`config.mk`:
```
export PLATFORM = sky130hd
export DESIGN_NAME = id_stage_pipelined
export DESIGN_NICKNAME = d
export VERILOG_FILES = /design/src/rtl/id_stage_pipelined.sv
export SDC_FILE = /design/constraint.sdc
export NUM_CORES = 1
export LEC_CHECK = 0
export BUFFER_PORTS_ARGS = -buffer_cell sky130_fd_sc_hd__buf_2
export CAP_MARGIN = 20
export CORE_ASPECT_RATIO = 0.75
export CORE_MARGIN = 2
export CORE_UTILIZATION = 40
export DETAILED_ROUTE_END_ITERATION = 8
export PLACE_DENSITY = 0.72
export SYNTH_ARGS = -nofsm -noshare
export SYNTH_HDL_FRONTEND = slang
export SYNTH_SLANG_ARGS = --single-unit
export TNS_END_PERCENT = 20
```
`constraint.sdc`:
```
create_clock -name clk -period 5.6 [get_ports clk]
set_input_delay 1.12 -clock clk [delete_from_list [all_inputs] [get_ports clk]]
set_output_delay 1.12 -clock clk [all_outputs]
set_load 0.1 [all_outputs]
```
`src/rtl/id_stage_pipelined.sv`:
```
`default_nettype none
// +--------------------------------------------------------------------------+
// | Module   : id_stage_pipelined                                            |
// | Purpose  : MIPS32 decode stage with EX/MEM bypass, load-use detection,   |
// |            jump/branch resolution in ID and an ID/EX pipeline register.   |
// | Option   : ID_COND_BRANCH_EN enables BEQ/BNE decode.                      |
// | Revision : 1.0  initial release                                          |
// +--------------------------------------------------------------------------+
module id_stage_pipelined #(
  parameter int DATA_W  = 32,
  parameter int ALUOP_W = 5
) (
  input  logic               clk,
  input  logic               rst,
  input  logic [31:0]        inst_i,
  input  logic [DATA_W-1:0]  pc_i,
  input  logic               id_valid_i,
  input  logic               stall_i,
  input  logic               flush_i,
  input  logic [DATA_W-1:0]  readData1_i,
  input  logic [DATA_W-1:0]  readData2_i,
  output logic [4:0]         readAddr1_o,
  output logic [4:0]         readAddr2_o,
  output logic               readEnable1_o,
  output logic               readEnable2_o,
  input  logic [DATA_W-1:0]  EX_writeData_i,
  input  logic [4:0]         EX_writeAddr_i,
  input  logic               EX_writeEnable_i,
  input  logic               EX_isLoad_i,
  input  logic [DATA_W-1:0]  MEM_writeData_i,
  input  logic [4:0]         MEM_writeAddr_i,
  input  logic               MEM_writeEnable_i,
  output logic               stallReq_o,
  output logic               branchEnable_o,
  output logic [DATA_W-1:0]  branchAddr_o,
  output logic               ex_valid_o,
  output logic [ALUOP_W-1:0] ex_ALUop_o,
  output logic [DATA_W-1:0]  ex_oprand1_o,
  output logic [DATA_W-1:0]  ex_oprand2_o,
  output logic [4:0]         ex_writeAddr_o,
  output logic               ex_writeEnable_o,
  output logic               ex_isLoad_o,
  output logic               ex_isDelaySlot_o,
  output logic               ex_illegal_o
);

  localparam logic [ALUOP_W-1:0] c_ALU_NOP  = ALUOP_W'(0);
  localparam logic [ALUOP_W-1:0] c_ALU_OR   = ALUOP_W'(1);
  localparam logic [ALUOP_W-1:0] c_ALU_AND  = ALUOP_W'(2);
  localparam logic [ALUOP_W-1:0] c_ALU_XOR  = ALUOP_W'(3);
  localparam logic [ALUOP_W-1:0] c_ALU_ADDU = ALUOP_W'(4);
  localparam logic [ALUOP_W-1:0] c_ALU_SUBU = ALUOP_W'(5);
  localparam logic [ALUOP_W-1:0] c_ALU_SLL  = ALUOP_W'(6);
  localparam logic [ALUOP_W-1:0] c_ALU_SRL  = ALUOP_W'(7);
  localparam logic [ALUOP_W-1:0] c_ALU_LUI  = ALUOP_W'(8);

  typedef enum logic [0:0] {
    ST_NORMAL   = 1'b0,
    ST_AFTER_BR = 1'b1
  } ds_state_t;

  typedef struct packed {
    logic               valid;
    logic [ALUOP_W-1:0] aluop;
    logic [DATA_W-1:0]  op1;
    logic [DATA_W-1:0]  op2;
    logic [4:0]         wa;
    logic               we;
    logic               load;
    logic               ds;
    logic               illegal;
  } idex_t;

  logic [5:0]         w_opcode;
  logic [5:0]         w_funct;
  logic [4:0]         w_rs;
  logic [4:0]         w_rt;
  logic [4:0]         w_rd;
  logic [DATA_W-1:0]  w_imm_zext;
  logic [DATA_W-1:0]  w_imm_sext;
  logic [DATA_W-1:0]  w_imm_lui;
  logic [DATA_W-1:0]  w_shamt;

  logic [ALUOP_W-1:0] w_aluop;
  logic               w_re1;
  logic               w_re2;
  logic [4:0]         w_wa;
  logic               w_we;
  logic               w_load;
  logic               w_shift;
  logic               w_is_j;
  logic               w_is_beq;
  logic               w_is_bne;
  logic               w_illegal;
  logic [DATA_W-1:0]  w_imm;

  logic [DATA_W-1:0]  w_rd1;
  logic [DATA_W-1:0]  w_rd2;
  logic [DATA_W-1:0]  w_op1;
  logic [DATA_W-1:0]  w_op2;
  logic               w_taken;
  logic [DATA_W-1:0]  w_target;
  logic               w_load_slot;
  idex_t              w_idex_new;
  idex_t              r_idex;
  ds_state_t          r_ds_state;
  ds_state_t          w_ds_next;

  assign w_opcode   = inst_i[31:26];
  assign w_rs       = inst_i[25:21];
  assign w_rt       = inst_i[20:16];
  assign w_rd       = inst_i[15:11];
  assign w_funct    = inst_i[5:0];
  assign w_imm_zext = DATA_W'(inst_i[15:0]);
  assign w_imm_sext = {{(DATA_W-16){inst_i[15]}}, inst_i[15:0]};
  assign w_imm_lui  = DATA_W'({inst_i[15:0], 16'h0000});
  assign w_shamt    = DATA_W'(inst_i[10:6]);

  always_comb begin
    w_aluop   = c_ALU_NOP;
    w_re1     = 1'b0;
    w_re2     = 1'b0;
    w_wa      = 5'd0;
    w_we      = 1'b0;
    w_load    = 1'b0;
    w_shift   = 1'b0;
    w_is_j    = 1'b0;
    w_is_beq  = 1'b0;
    w_is_bne  = 1'b0;
    w_illegal = 1'b0;
    w_imm     = '0;
    case (w_opcode)
      6'h0D: begin w_aluop = c_ALU_OR;   w_re1 = 1'b1; w_imm = w_imm_zext; w_wa = w_rt; w_we = 1'b1; end
      6'h0C: begin w_aluop = c_ALU_AND;  w_re1 = 1'b1; w_imm = w_imm_zext; w_wa = w_rt; w_we = 1'b1; end
      6'h0E: begin w_aluop = c_ALU_XOR;  w_re1 = 1'b1; w_imm = w_imm_zext; w_wa = w_rt; w_we = 1'b1; end
      6'h09: begin w_aluop = c_ALU_ADDU; w_re1 = 1'b1; w_imm = w_imm_sext; w_wa = w_rt; w_we = 1'b1; end
      6'h0F: begin w_aluop = c_ALU_LUI;  w_imm = w_imm_lui; w_wa = w_rt; w_we = 1'b1; end
      6'h23: begin
        w_aluop = c_ALU_ADDU; w_re1 = 1'b1; w_imm = w_imm_sext;
        w_wa = w_rt; w_we = 1'b1; w_load = 1'b1;
      end
      6'h02: w_is_j = 1'b1;
`ifdef ID_COND_BRANCH_EN
      6'h04: begin w_is_beq = 1'b1; w_re1 = 1'b1; w_re2 = 1'b1; end
      6'h05: begin w_is_bne = 1'b1; w_re1 = 1'b1; w_re2 = 1'b1; end
`endif
      6'h00: begin
        w_wa = w_rd;
        w_we = 1'b1;
        case (w_funct)
          6'h25: begin w_aluop = c_ALU_OR;   w_re1 = 1'b1; w_re2 = 1'b1; end
          6'h24: begin w_aluop = c_ALU_AND;  w_re1 = 1'b1; w_re2 = 1'b1; end
          6'h26: begin w_aluop = c_ALU_XOR;  w_re1 = 1'b1; w_re2 = 1'b1; end
          6'h21: begin w_aluop = c_ALU_ADDU; w_re1 = 1'b1; w_re2 = 1'b1; end
          6'h23: begin w_aluop = c_ALU_SUBU; w_re1 = 1'b1; w_re2 = 1'b1; end
          6'h00: begin w_aluop = c_ALU_SLL;  w_re2 = 1'b1; w_shift = 1'b1; w_imm = w_shamt; end
          6'h02: begin w_aluop = c_ALU_SRL;  w_re2 = 1'b1; w_shift = 1'b1; w_imm = w_shamt; end
          default: begin w_illegal = 1'b1; w_wa = 5'd0; w_we = 1'b0; end
        endcase
      end
      default: w_illegal = 1'b1;
    endcase
  end

  // Youngest producer wins; r0 always reads as zero and is never bypassed.
  function automatic logic [DATA_W-1:0] f_operand(
    input logic [4:0]        addr,
    input logic [DATA_W-1:0] rf_data,
    input logic              ex_en,
    input logic [4:0]        ex_addr,
    input logic [DATA_W-1:0] ex_data,
    input logic              mem_en,
    input logic [4:0]        mem_addr,
    input logic [DATA_W-1:0] mem_data
  );
    if (addr == 5'd0)                        return '0;
    else if (ex_en && (ex_addr == addr))     return ex_data;
    else if (mem_en && (mem_addr == addr))   return mem_data;
    else                                     return rf_data;
  endfunction

  assign readEnable1_o = w_re1;
  assign readEnable2_o = w_re2;
  assign readAddr1_o   = w_re1 ? w_rs : 5'd0;
  assign readAddr2_o   = w_re2 ? w_rt : 5'd0;

  assign w_rd1 = f_operand(readAddr1_o, readData1_i, EX_writeEnable_i, EX_writeAddr_i, EX_writeData_i,
                           MEM_writeEnable_i, MEM_writeAddr_i, MEM_writeData_i);
  assign w_rd2 = f_operand(readAddr2_o, readData2_i, EX_writeEnable_i, EX_writeAddr_i, EX_writeData_i,
                           MEM_writeEnable_i, MEM_writeAddr_i, MEM_writeData_i);

  // Shifts take the rt value as their first operand.
  assign w_op1 = w_shift ? w_rd2 : (w_re1 ? w_rd1 : w_imm);
  assign w_op2 = (w_re2 && !w_shift) ? w_rd2 : w_imm;

  assign stallReq_o = id_valid_i && EX_isLoad_i && EX_writeEnable_i && (EX_writeAddr_i != 5'd0) &&
                      ((w_re1 && (EX_writeAddr_i == w_rs)) || (w_re2 && (EX_writeAddr_i == w_rt)));

  assign w_taken  = w_is_j || (w_is_beq && (w_rd1 == w_rd2)) || (w_is_bne && (w_rd1 != w_rd2));
  assign w_target = w_is_j ? {pc_i[DATA_W-1:28], inst_i[25:0], 2'b00}
                           : pc_i + DATA_W'(4) + (w_imm_sext << 2);

  assign branchEnable_o = id_valid_i && w_taken && !stallReq_o && !stall_i && !flush_i;
  assign branchAddr_o   = branchEnable_o ? w_target : '0;

  assign w_load_slot = id_valid_i && !stallReq_o && !w_illegal;

  always_comb begin
    w_idex_new       = '0;
    w_idex_new.valid = 1'b1;
    w_idex_new.aluop = w_aluop;
    w_idex_new.op1   = w_op1;
    w_idex_new.op2   = w_op2;
    w_idex_new.wa    = w_wa;
    w_idex_new.we    = w_we;
    w_idex_new.load  = w_load;
    w_idex_new.ds    = (r_ds_state == ST_AFTER_BR);
  end

  always_ff @(posedge clk or posedge rst) begin
    if (rst)                            r_idex <= '0;
    else if (flush_i)                   r_idex <= '0;
    else if (stall_i)                   r_idex <= r_idex;
    else if (!id_valid_i || stallReq_o) r_idex <= '0;
    else if (w_illegal) begin
      r_idex         <= '0;
      r_idex.illegal <= 1'b1;
    end
    else                                r_idex <= w_idex_new;
  end

  always_ff @(posedge clk or posedge rst) begin
    if (rst) r_ds_state <= ST_NORMAL;
    else     r_ds_state <= w_ds_next;
  end

  // Only a really loaded instruction moves the delay-slot tracker.
  always_comb begin
    w_ds_next = r_ds_state;
    if (flush_i)
      w_ds_next = ST_NORMAL;
    else if (!stall_i && w_load_slot)
      w_ds_next = (w_is_j || w_is_beq || w_is_bne) ? ST_AFTER_BR : ST_NORMAL;
  end

  assign ex_valid_o       = r_idex.valid;
  assign ex_ALUop_o       = r_idex.aluop;
  assign ex_oprand1_o     = r_idex.op1;
  assign ex_oprand2_o     = r_idex.op2;
  assign ex_writeAddr_o   = r_idex.wa;
  assign ex_writeEnable_o = r_idex.we;
  assign ex_isLoad_o      = r_idex.load;
  assign ex_isDelaySlot_o = r_idex.ds;
  assign ex_illegal_o     = r_idex.illegal;

endmodule
`default_nettype wire
```
==> reports/metrics.csv, run 1 <==
metric,value,unit
outcome,finished clean,
worst-margin pin slew,1.14,ns
RD Place Congestion,1.00,
Setup-failing EPs final,0,
asr flop ratio synth,1.00,
WP data required,4.48,ns
Post-synth EDFFs,0,
largest net degree at the start of global routing,43,
Post-CTS Setup Repair Bufs,0,
post_cts resized,0,
Clock Path Buffers,2,
Fin. Hold Viols,0,
crit path DAT,3.77,ns
DRT Pass-1 Iters,6,
Mapped Cells,769,
Final Cycle Share,0.874,
CTS Buf Count,9,
Netlist cell types,63,
share of layout cells above drive strength 1,0.391,
cell family with most CP delay,compound AO/OA/AOI/OAI gates,
initial antenna violation count,2,
Setup crit end kind,output port,
Yosys top cell area share,0.307,
global-route wire length before repair,41400,um
Total Nets Final,1246,
r2r endpoint,ex_oprand1_o[6],
dpl hpwl,20300,um
"setup slack, reg-to-reg",4.64,ns
top post-synthesis cells by area,"dfrtp_1 (31%), nand2_1 (5.7%), a31oi_1 (4.8%), nand2b_1 (4.5%), a211o_1 (4.4%)",
top-count cell post-synth,nand2_1,
Synth Area in Simple Gates,0.210,
Syn Area/Cell,8.37,um^2
routed vias,7541,
Final Critical Period,4.89,ns
reg2reg path depth,2,
max-slew violations,0,
PortBufs,303,
slowest CP cell,a221oi_2,
Synth Flop Type,dfrtp_1,
PD cells,169,nW/um^2
Core Box Area,15900,um^2
wire length per cell,22.4,um
Critical Path Start Type,input port,
row count,40,
dpl cells,1235,
LEAKAGE,0.00440,uW
GRT Total Usage,0.320,
chip width,150,um
Max-slew headroom,0.237,
XOR/XNOR share of the synthesized area,0.0204,
vias in the first global route,7170,
max-cap violations,0,
TritonCTS clock tree,yes,
netlist area before placement,6430,um^2
Filler cells,1463,
clock latency on the worst-skew pair,0.34,ns
worst r2r src,ex_oprand1_o[6],
sink of the worst hold path,ex_oprand2_o[26],
"slowest stage delay, CP",0.57,ns
Hold Path Class,reg2reg,
Seq cells post-synth,79,
Root Driver,clkbuf_16,
adder-cell area share of the yosys netlist,0,
Peak VDD IR,0.000128,V
crit-path cells,buf_2 > a21bo_2 > a221oi_2 > nand2_2 > inv_2 > nor3_1 > a211oi_2 > nor2b_2 > buf_4 > and3_1 > buf_12,
Synthesis Warnings,0,
placed inst area,8610,um^2
Compound-Gate Fraction of Synth Area,0.331,
f_max,0.204,GHz
die area,17100,um^2
largest family of logic cells by synthesized area,compound AO/OA/AOI/OAI gates,
multi-input logic area,4170,um^2
Clock Sink Count,79,
total grt overflow,0,
Initial Util,0.406,
number of DRC markers in iteration 0,716,
cell area after layout,8920,um^2
"Seq/Total Area, Yosys",0.307,
Vias per Instance,6.02,
routed wire length,28100,um
largest fanout on the critical path,23,
Hold Path Origin,ex_oprand2_o[26],
Reg area,1980,um^2
CP Class,in2out,
Layout Skew,0.000502,ns
hold buffers post-CTS,0,
RSZ-0062 raised after global routing,no,
mux share of post-synthesis cell area,0.0743,
H-tree depth,3,
Bufs and invs on worst path,4,
DR DRC count,0,
Setup TNS,0,ns
Worst-path clk slew,0.06,ns
Hold Path Depth,2,
Post-Layout Cell Count,1253,
Area Overhead vs Synth,38.7,%
Die Span Y,114,um
Synth top cells by count,"nand2_1 (97), dfrtp_1 (79), a31oi_1 (49)",
Antenna Nets Post-Route,0,
io pins,335,
Yosys top cell by area,dfrtp_1,
==> cell type report <==
cell class	count	area share
antenna	2	0.000561
inverter	10	0.00435
multi-input combinational	609	0.467
clock inverter	3	0.00449
sequential	79	0.222
clock buffer	13	0.0303
tap	210	0.0294
timing repair buffer	327	0.242
==> report_power, final <==
| group | total [uW] | switching (uW) | internal [uW] |
|---|---|---|---|
| Sequential | 572 | 0.663 | 572 |
| Clock | 623 | 242 | 381 |
| Combinational | 308 | 189 | 119 |
| Total | 1500 | 432 | 1070 |
==> flip-flops by register name (all words and copies together), names as in the netlist <==
| signal | count |
|---|---|
| ex_writeEnable_o | 1 |
| ex_isDelaySlot_o | 1 |
| ex_writeAddr_o | 5 |
| ex_oprand2_o | 32 |
| ex_oprand1_o | 32 |
| ex_valid_o | 1 |
| ex_ALUop_o | 4 |
| ex_illegal_o | 1 |
| ex_isLoad_o | 1 |
| r_ds_state | 1 |
==> metal layers <==
metal  global-route usage  vias up  part of all wire
met3               0.0944       50              0.12
met2                0.507      477              0.45
met5                    0        -                 0
met4               0.0918        0             0.022
li1                     -     3421                 -
met1                0.426     3593              0.41
==> how the worst max path moves through the flow <==
stage,start,to,cells past startpoint
2_1_floorplan,inst_i[1],branchAddr_o[25],11
3_3_place_gp,inst_i[5],branchAddr_o[10],11
3_5_place_dp,inst_i[5],branchAddr_o[10],11
4_1_cts,inst_i[5],branchAddr_o[9],11
5_1_grt,inst_i[5],branchAddr_o[3],11
6_report,inst_i[5],branchAddr_o[9],11
==> placed cells by master (no fill, tap or decap), types with 8 or more instances in the layout <==
master and n:
xnor2_1 8, mux2_2 14, a31o_2 9, nand3_1 10
a22o_1 17, nor3_1 9, mux2_4 10, clkbuf_16 9
nand2_1 97, a31oi_1 49, o21ai_0 46, buf_4 24
and3_1 33, mux2i_1 17, buf_2 272, nand2b_1 46
a21boi_0 16, a211o_1 32, o21a_1 25, o21ai_1 8
nor2_1 17, o31ai_1 9, a222oi_1 16, a22oi_1 25
dfrtp_1 79, buf_12 31, a21oi_1 15
==> cell families (layout without fill, tap and decap cells) <==
kind of cell	Yosys count	count (layout)
multiplexers	41	41
buffers and inverters	83	353
AND/OR/NAND/NOR	259	259
XOR/XNOR	15	15
AO/OA/AOI/OAI	291	291
flip-flops	79	79
other	1	5
==> tightest hold or removal path: stages, from the launching register on <==
cell     delay, ns
dfrtp_1       0.34
nand2_1       0.05
o31ai_1       0.05
==> through the flow <==
step | util | power [uW] | setup slack, ns | hold slack, ns
6_report | 0.562 | 1500 | 0.708 | 0.474
5_1_grt | 0.562 | 1550 | 0.592 | 0.506
4_1_cts | 0.562 | 1510 | 0.767 | 0.476
3_5_place_dp | 0.543 | 887 | 0.770 | 0.463
3_3_place_gp | 0.543 | 883 | 0.787 | 0.455
2_1_floorplan | - | 754 | -0.253 | 0.472
Power figures use the tool's default switching activity.
==> inputs of run 2 (changes only) <==
--- a/config.mk
+++ b/config.mk
@@ -7,11 +7,13 @@
 export LEC_CHECK = 0
 export BUFFER_PORTS_ARGS = -buffer_cell sky130_fd_sc_hd__buf_2
 export CAP_MARGIN = 20
+export CELL_PAD_IN_SITES_DETAIL_PLACEMENT = 1
+export CELL_PAD_IN_SITES_GLOBAL_PLACEMENT = 1
 export CORE_ASPECT_RATIO = 0.75
 export CORE_MARGIN = 2
-export CORE_UTILIZATION = 40
+export CORE_UTILIZATION = 35
 export DETAILED_ROUTE_END_ITERATION = 8
-export PLACE_DENSITY = 0.72
+export PLACE_DENSITY_LB_ADDON = 0.1
 export SYNTH_ARGS = -nofsm -noshare
 export SYNTH_HDL_FRONTEND = slang
 export SYNTH_SLANG_ARGS = --single-unit
==> run 2 against run 1 <==
  * Clock power up 4.7%
  * Sequential share of layout area down 0.18 points
  * Clock skew about the same
  * Setup slack worse by 0.22 ns
  * Power up 2.0%
  * Routed wire length up 4.0%
  * Critical path depth unchanged
  * Die area up 14%
  * Register-to-register slack about the same
  * Non-clock buffer count up 1
==> reports/metrics.csv, run 2 (synthesis results as in run 1) <==
metric,value,unit,change
Final Critical Period,5.11,ns,+0.220 ns
f_max,0.196,GHz,-4.3%
hold buffers post-CTS,0,,unchanged
Logic pwr share,0.202,,-0.003
max-slew violations,0,,unchanged
crit-path cells,buf_2 > a21bo_2 > a221oi_2 > nand2_2 > inv_2 > nor3_1 > a211oi_2 > nor2b_2 > buf_12 > and3_1 > buf_12,,
CP most frequent cell,buf_12,,
CTS Buf Count,9,,unchanged
"most common cell after layout, fill and taps aside",buf_2,,
sw frac,0.286,,-0.00101
Hold Path Class,reg2reg,,
Vias per Instance,5.71,,-5.1%
most frequent cells in the layout,"buf_2 (272), nand2_1 (97), dfrtp_1 (79)",,
"Worst Setup Slack, final",0.488,ns,-0.220 ns
Clock Path Buffers,2,,unchanged
Layout Skew,0.0000210,ns,-0.000481 ns
routed wire length,29200,um,+4.0%
initial antenna violation count,3,,+1
Place WS,0.524,ns,-0.246 ns
io pins,335,,unchanged
Bufs and invs on worst path,4,,unchanged
dpl hpwl,21700,um,+6.9%
Total Nets Final,1247,,+0.080%
largest fanout on the critical path,26,,+13%
RSZ-0062 raised after global routing,no,,
Antenna Nets Post-Route,0,,unchanged
Critical Path Start Type,input port,,
PortBufs,303,,unchanged
number of DRC markers in iteration 0,484,,-32%
register share of total power,0.373,,-0.008
Clock Sink Count,79,,unchanged
H-tree depth,3,,unchanged
"slowest stage delay, CP",0.64,ns,+0.07 ns
max-cap violations,0,,unchanged
Initial Util,0.361,,-0.0444
Setup crit end kind,output port,,
TritonCTS clock tree,yes,,
DR DRC count,0,,unchanged
Root Driver,clkbuf_16,,
Core Box Area,17800,um^2,+12%
wire length per cell,22.7,um,+1.3%
Pwr Total,1530,uW,+2.0%
Setup-failing EPs final,0,,unchanged
Final Cycle Share,0.913,,+0.0394
crit path DAT,3.99,ns,+0.22 ns
internal power,1100,uW,+2.2%
Hold Path Depth,2,,unchanged
Fin. Hold Viols,0,,unchanged
DRT Pass-1 Iters,5,,-1
routed vias,7343,,-2.6%
Peak VDD IR,0.000104,V,-19%
chip width,161,um,+6.7%
clock power share,0.425,,+0.011
slowest CP cell,a221oi_2,,
"Core Util, Final",0.505,,-0.0574
WP data required,4.48,ns,about the same
PD cells,171,nW/um^2,+1.2%
Post-CTS Setup Repair Bufs,0,,unchanged
reg2reg path depth,2,,unchanged
clock latency on the worst-skew pair,0.34,ns,about the same
outcome,finished clean,,
post_cts resized,0,,unchanged
Crit. path cell count,11,,unchanged
RD Place Congestion,0.912,,-8.9%
worst-margin pin slew,1.06,ns,-0.0836 ns
LEAKAGE,0.00440,uW,+0.19%
Setup TNS,0,ns,unchanged
total grt overflow,0,,unchanged
Worst-path clk slew,0.06,ns,about the same
CP Class,in2out,,
vias in the first global route,7596,,+5.9%
cell family with most CP delay,compound AO/OA/AOI/OAI gates,,
GRT Total Usage,0.301,,-0.0197
Die Span Y,121,um,+6.7%
die area,19500,um^2,+14%
global-route wire length before repair,45100,um,+8.9%
largest net degree at the start of global routing,78,,+81%
Area Overhead vs Synth,39.8,%,
row count,42,,+5.0%
share of layout cells above drive strength 1,0.392,,+0.000584
Sw Pwr,439,uW,+1.7%
Max-slew headroom,0.293,,+0.0566
==> run 2: final timing paths <==
check                                     to        startpoint  slack, ns
setup / recovery             branchAddr_o[4]         inst_i[5]       0.49
hold / removal              ex_oprand2_o[29]  ex_oprand2_o[29]       0.47
setup reg to reg             ex_oprand1_o[4]   ex_oprand1_o[4]       4.63
hold reg to reg             ex_oprand2_o[29]  ex_oprand2_o[29]       0.47
max in group asynchronous   ex_oprand1_o[17]               rst       3.70
min in group asynchronous  ex_writeAddr_o[1]               rst       0.87
==> run 2: cell type report <==
type / count / area [um^2]
antenna: 2 / 5.00
clock buffer: 11 / 243
clock inverter: 5 / 81.3
fill: 2206 / 8820
inverter: 10 / 38.8
multi-input combinational: 609 / 4170
sequential: 79 / 1980
tap: 242 / 303
timing repair buffer: 328 / 2180
==> run 2: worst reg2reg max path, cell delays in order, from the launching register on <==
cell and delay [ns]:
dfrtp_1 0.37, a222oi_1 0.31, o21ai_0 0.14
==> run 2: power by group through the flow <==
stage / Clock, uW / Sequential (uW) / Combinational, uW
2_1_floorplan: 0 / 591 / 163
3_3_place_gp: 0 / 583 / 304
3_5_place_dp: 0 / 583 / 307
4_1_cts: 664 / 572 / 308
5_1_grt: 686 / 572 / 336
6_report: 652 / 572 / 310
==> run 2: layer usage <==
| metal | vias up | global-route usage | part of all wire |
|---|---|---|---|
| li1 | 3422 | - | - |
| met1 | 3583 | 0.423 | 0.46 |
| met2 | 311 | 0.472 | 0.45 |
| met3 | 27 | 0.0694 | 0.075 |
| met4 | 0 | 0.0625 | 0.013 |
| met5 | - | 0 | 0 |
==> run 2: stage by stage <==
stage	hold WS [ns]	cells	instance area (um^2)
after floorplan	0.472	771	6450
after global placement	0.454	1268	8670
after detailed placement	0.464	1268	8670
after CTS	0.477	1284	8990
after global routing	0.494	1285	8990
final	0.471	1286	9000
==> inputs of run 3 (changes only) <==
--- a/config.mk
+++ b/config.mk
@@ -13,7 +13,7 @@
 export CORE_MARGIN = 2
 export CORE_UTILIZATION = 35
 export DETAILED_ROUTE_END_ITERATION = 8
-export PLACE_DENSITY_LB_ADDON = 0.1
+export PLACE_DENSITY = 0.88
 export SYNTH_ARGS = -nofsm -noshare
 export SYNTH_HDL_FRONTEND = slang
 export SYNTH_SLANG_ARGS = --single-unit
==> run 3 against run 2 <==
  * Routed wire length rose by 4.3%
  * Via count up 3.8%
  * Sequential cell count stayed put
  * Global-route usage is 0.67 points higher
  * Worst hold slack improved by 0.012 ns
  * Power is 2.3% lower
  * Fmax shrank 0.60%
  * Setup slack worse by 0.031 ns
  * Register-to-register slack worse by 0.04 ns
  * Utilization fell by 0.33 points
  * Critical path depth unchanged
  * Largest power group unchanged
==> reports/metrics.csv, run 3 (synthesis results as in run 1) <==
metric,value,unit,change
sink of the worst hold path,ex_oprand1_o[23],,
Initial Util,0.361,,unchanged
Critical Path Start Type,input port,,
H-tree depth,3,,unchanged
io pins,335,,unchanged
Die Span Y,121,um,unchanged
largest fanout on the critical path,21,,-19%
outcome,finished clean,,
number of DRC markers in iteration 0,581,,+20%
Pwr Total,1500,uW,-2.3%
Hold Path Origin,ex_oprand1_o[23],,
wire length per cell,23.7,um,+4.5%
LEAKAGE,0.00437,uW,-0.80%
share of layout cells above drive strength 1,0.391,,-0.000794
Vias per Instance,5.94,,+3.9%
Final Critical Period,5.14,ns,+0.0306 ns
hold buffers post-CTS,0,,unchanged
worst-margin pin slew,1.09,ns,+0.0314 ns
Setup-failing EPs final,0,,unchanged
worst r2r src,ex_oprand1_o[0],,
CP Launch Point,inst_i[2],,
Hold Path Class,reg2reg,,
PortBufs,303,,unchanged
die area,19500,um^2,unchanged
most frequent cells in the layout,"buf_2 (272), nand2_1 (97), dfrtp_1 (79)",,
DR DRC count,0,,unchanged
RD Place Congestion,0.983,,+7.8%
WP data required,4.48,ns,about the same
Clock Path Buffers,2,,unchanged
PD cells,168,nW/um^2,-1.6%
cell area after layout,8940,um^2,-0.65%
reg2reg path depth,2,,unchanged
Clock Sink Count,79,,unchanged
Layout Skew,0.0000216,ns,+0.000000638 ns
Worst-path clk slew,0.06,ns,about the same
r2r endpoint,ex_oprand1_o[0],,
CP Class,in2out,,
vias in the first global route,7905,,+4.1%
"setup slack, reg-to-reg",4.59,ns,-0.04 ns
total grt overflow,0,,unchanged
clock latency on the worst-skew pair,0.34,ns,about the same
Final Cycle Share,0.918,,+0.00547
global-route wire length before repair,45900,um,+1.9%
Filler cells,2183,,-1.0%
DRT Pass-1 Iters,8,,+3
sw frac,0.308,,+0.0212
Core Box Area,17800,um^2,unchanged
clock power share,0.408,,-0.017
Max-slew headroom,0.272,,-0.0209
RSZ-0062 raised after global routing,no,,
CTS Buf Count,9,,unchanged
Setup crit end kind,output port,,
Sw Pwr,461,uW,+5.0%
max-slew violations,0,,unchanged
row count,42,,unchanged
f_max,0.194,GHz,-0.60%
Root Driver,clkbuf_16,,
TritonCTS clock tree,yes,,
post_cts resized,0,,unchanged
chip width,161,um,unchanged
internal power,1040,uW,-5.2%
largest net degree at the start of global routing,51,,-35%
max-cap violations,0,,unchanged
Total Nets Final,1244,,-0.24%
initial antenna violation count,3,,unchanged
routed wire length,30500,um,+4.3%
register share of total power,0.382,,+0.009
crit path DAT,4.02,ns,+0.03 ns
Post-CTS Setup Repair Bufs,0,,unchanged
Antenna Nets Post-Route,0,,unchanged
Peak VDD IR,0.000129,V,+24%
Area Overhead vs Synth,38.9,%,
Hold Path Depth,2,,unchanged
GRT Total Usage,0.307,,+0.00673
placed inst area,8630,um^2,-0.40%
dpl hpwl,23100,um,+6.5%
WHS,0.483,ns,+0.0118 ns
"most common cell after layout, fill and taps aside",buf_2,,
Logic pwr share,0.211,,+0.009
Fin. Hold Viols,0,,unchanged
routed vias,7621,,+3.8%
## run 3: routing by layer
layer,up-vias,GRT usage,wire [um]
li1,3422,-,-
met1,3733,0.396,12800
met2,418,0.515,14400
met3,46,0.0772,2680
met4,2,0.0805,566
met5,-,0,16
## run 3: area by class of cell
cell class,count,area (um^2),area share
clock buffer,9,225,0.0252
tap,242,303,0.0339
antenna,3,7.51,0.000840
inverter,10,38.8,0.00434
sequential,79,1980,0.221
multi-input combinational,609,4170,0.466
timing repair buffer,325,2150,0.240
clock inverter,7,72.6,0.00812
## run 3: how the worst max path moves through the flow
stage | slack [ns] | end | cells past startpoint
after floorplan | -0.25 | branchAddr_o[25] | 11
after global placement | 0.59 | branchAddr_o[6] | 11
after detailed placement | 0.51 | branchAddr_o[6] | 11
after CTS | 0.51 | branchAddr_o[6] | 11
after global routing | 0.30 | branchAddr_o[6] | 11
final | 0.46 | branchAddr_o[6] | 11
## run 3: stage by stage
| step | setup WS (ns) | std cells | utilization | setup TNS (ns) |
|---|---|---|---|---|
| 2_1_floorplan | -0.253 | 771 | - | -0.505 |
| 3_3_place_gp | 0.587 | 1265 | 0.485 | 0 |
| 3_5_place_dp | 0.511 | 1265 | 0.485 | 0 |
| 4_1_cts | 0.505 | 1281 | 0.501 | 0 |
| 5_1_grt | 0.304 | 1283 | 0.502 | 0 |
| 6_report | 0.457 | 1284 | 0.502 | 0 |
## run 3: worst max-delay path, stage by stage
cell	delay [ns]
buf_2	0.15
a21bo_2	0.24
a221oi_2	0.61
nand2_2	0.27
inv_2	0.24
nor3_1	0.11
a211oi_2	0.28
nor2b_2	0.23
buf_4	0.30
and3_1	0.27
buf_12	0.19
## run 3: power groups by stage
stage | combinational [uW] | sequential (uW) | clock [uW]
after floorplan | 163 | 591 | 0
after global placement | 302 | 583 | 0
after detailed placement | 311 | 583 | 0
after CTS | 312 | 572 | 619
after global routing | 337 | 572 | 642
final | 316 | 572 | 612
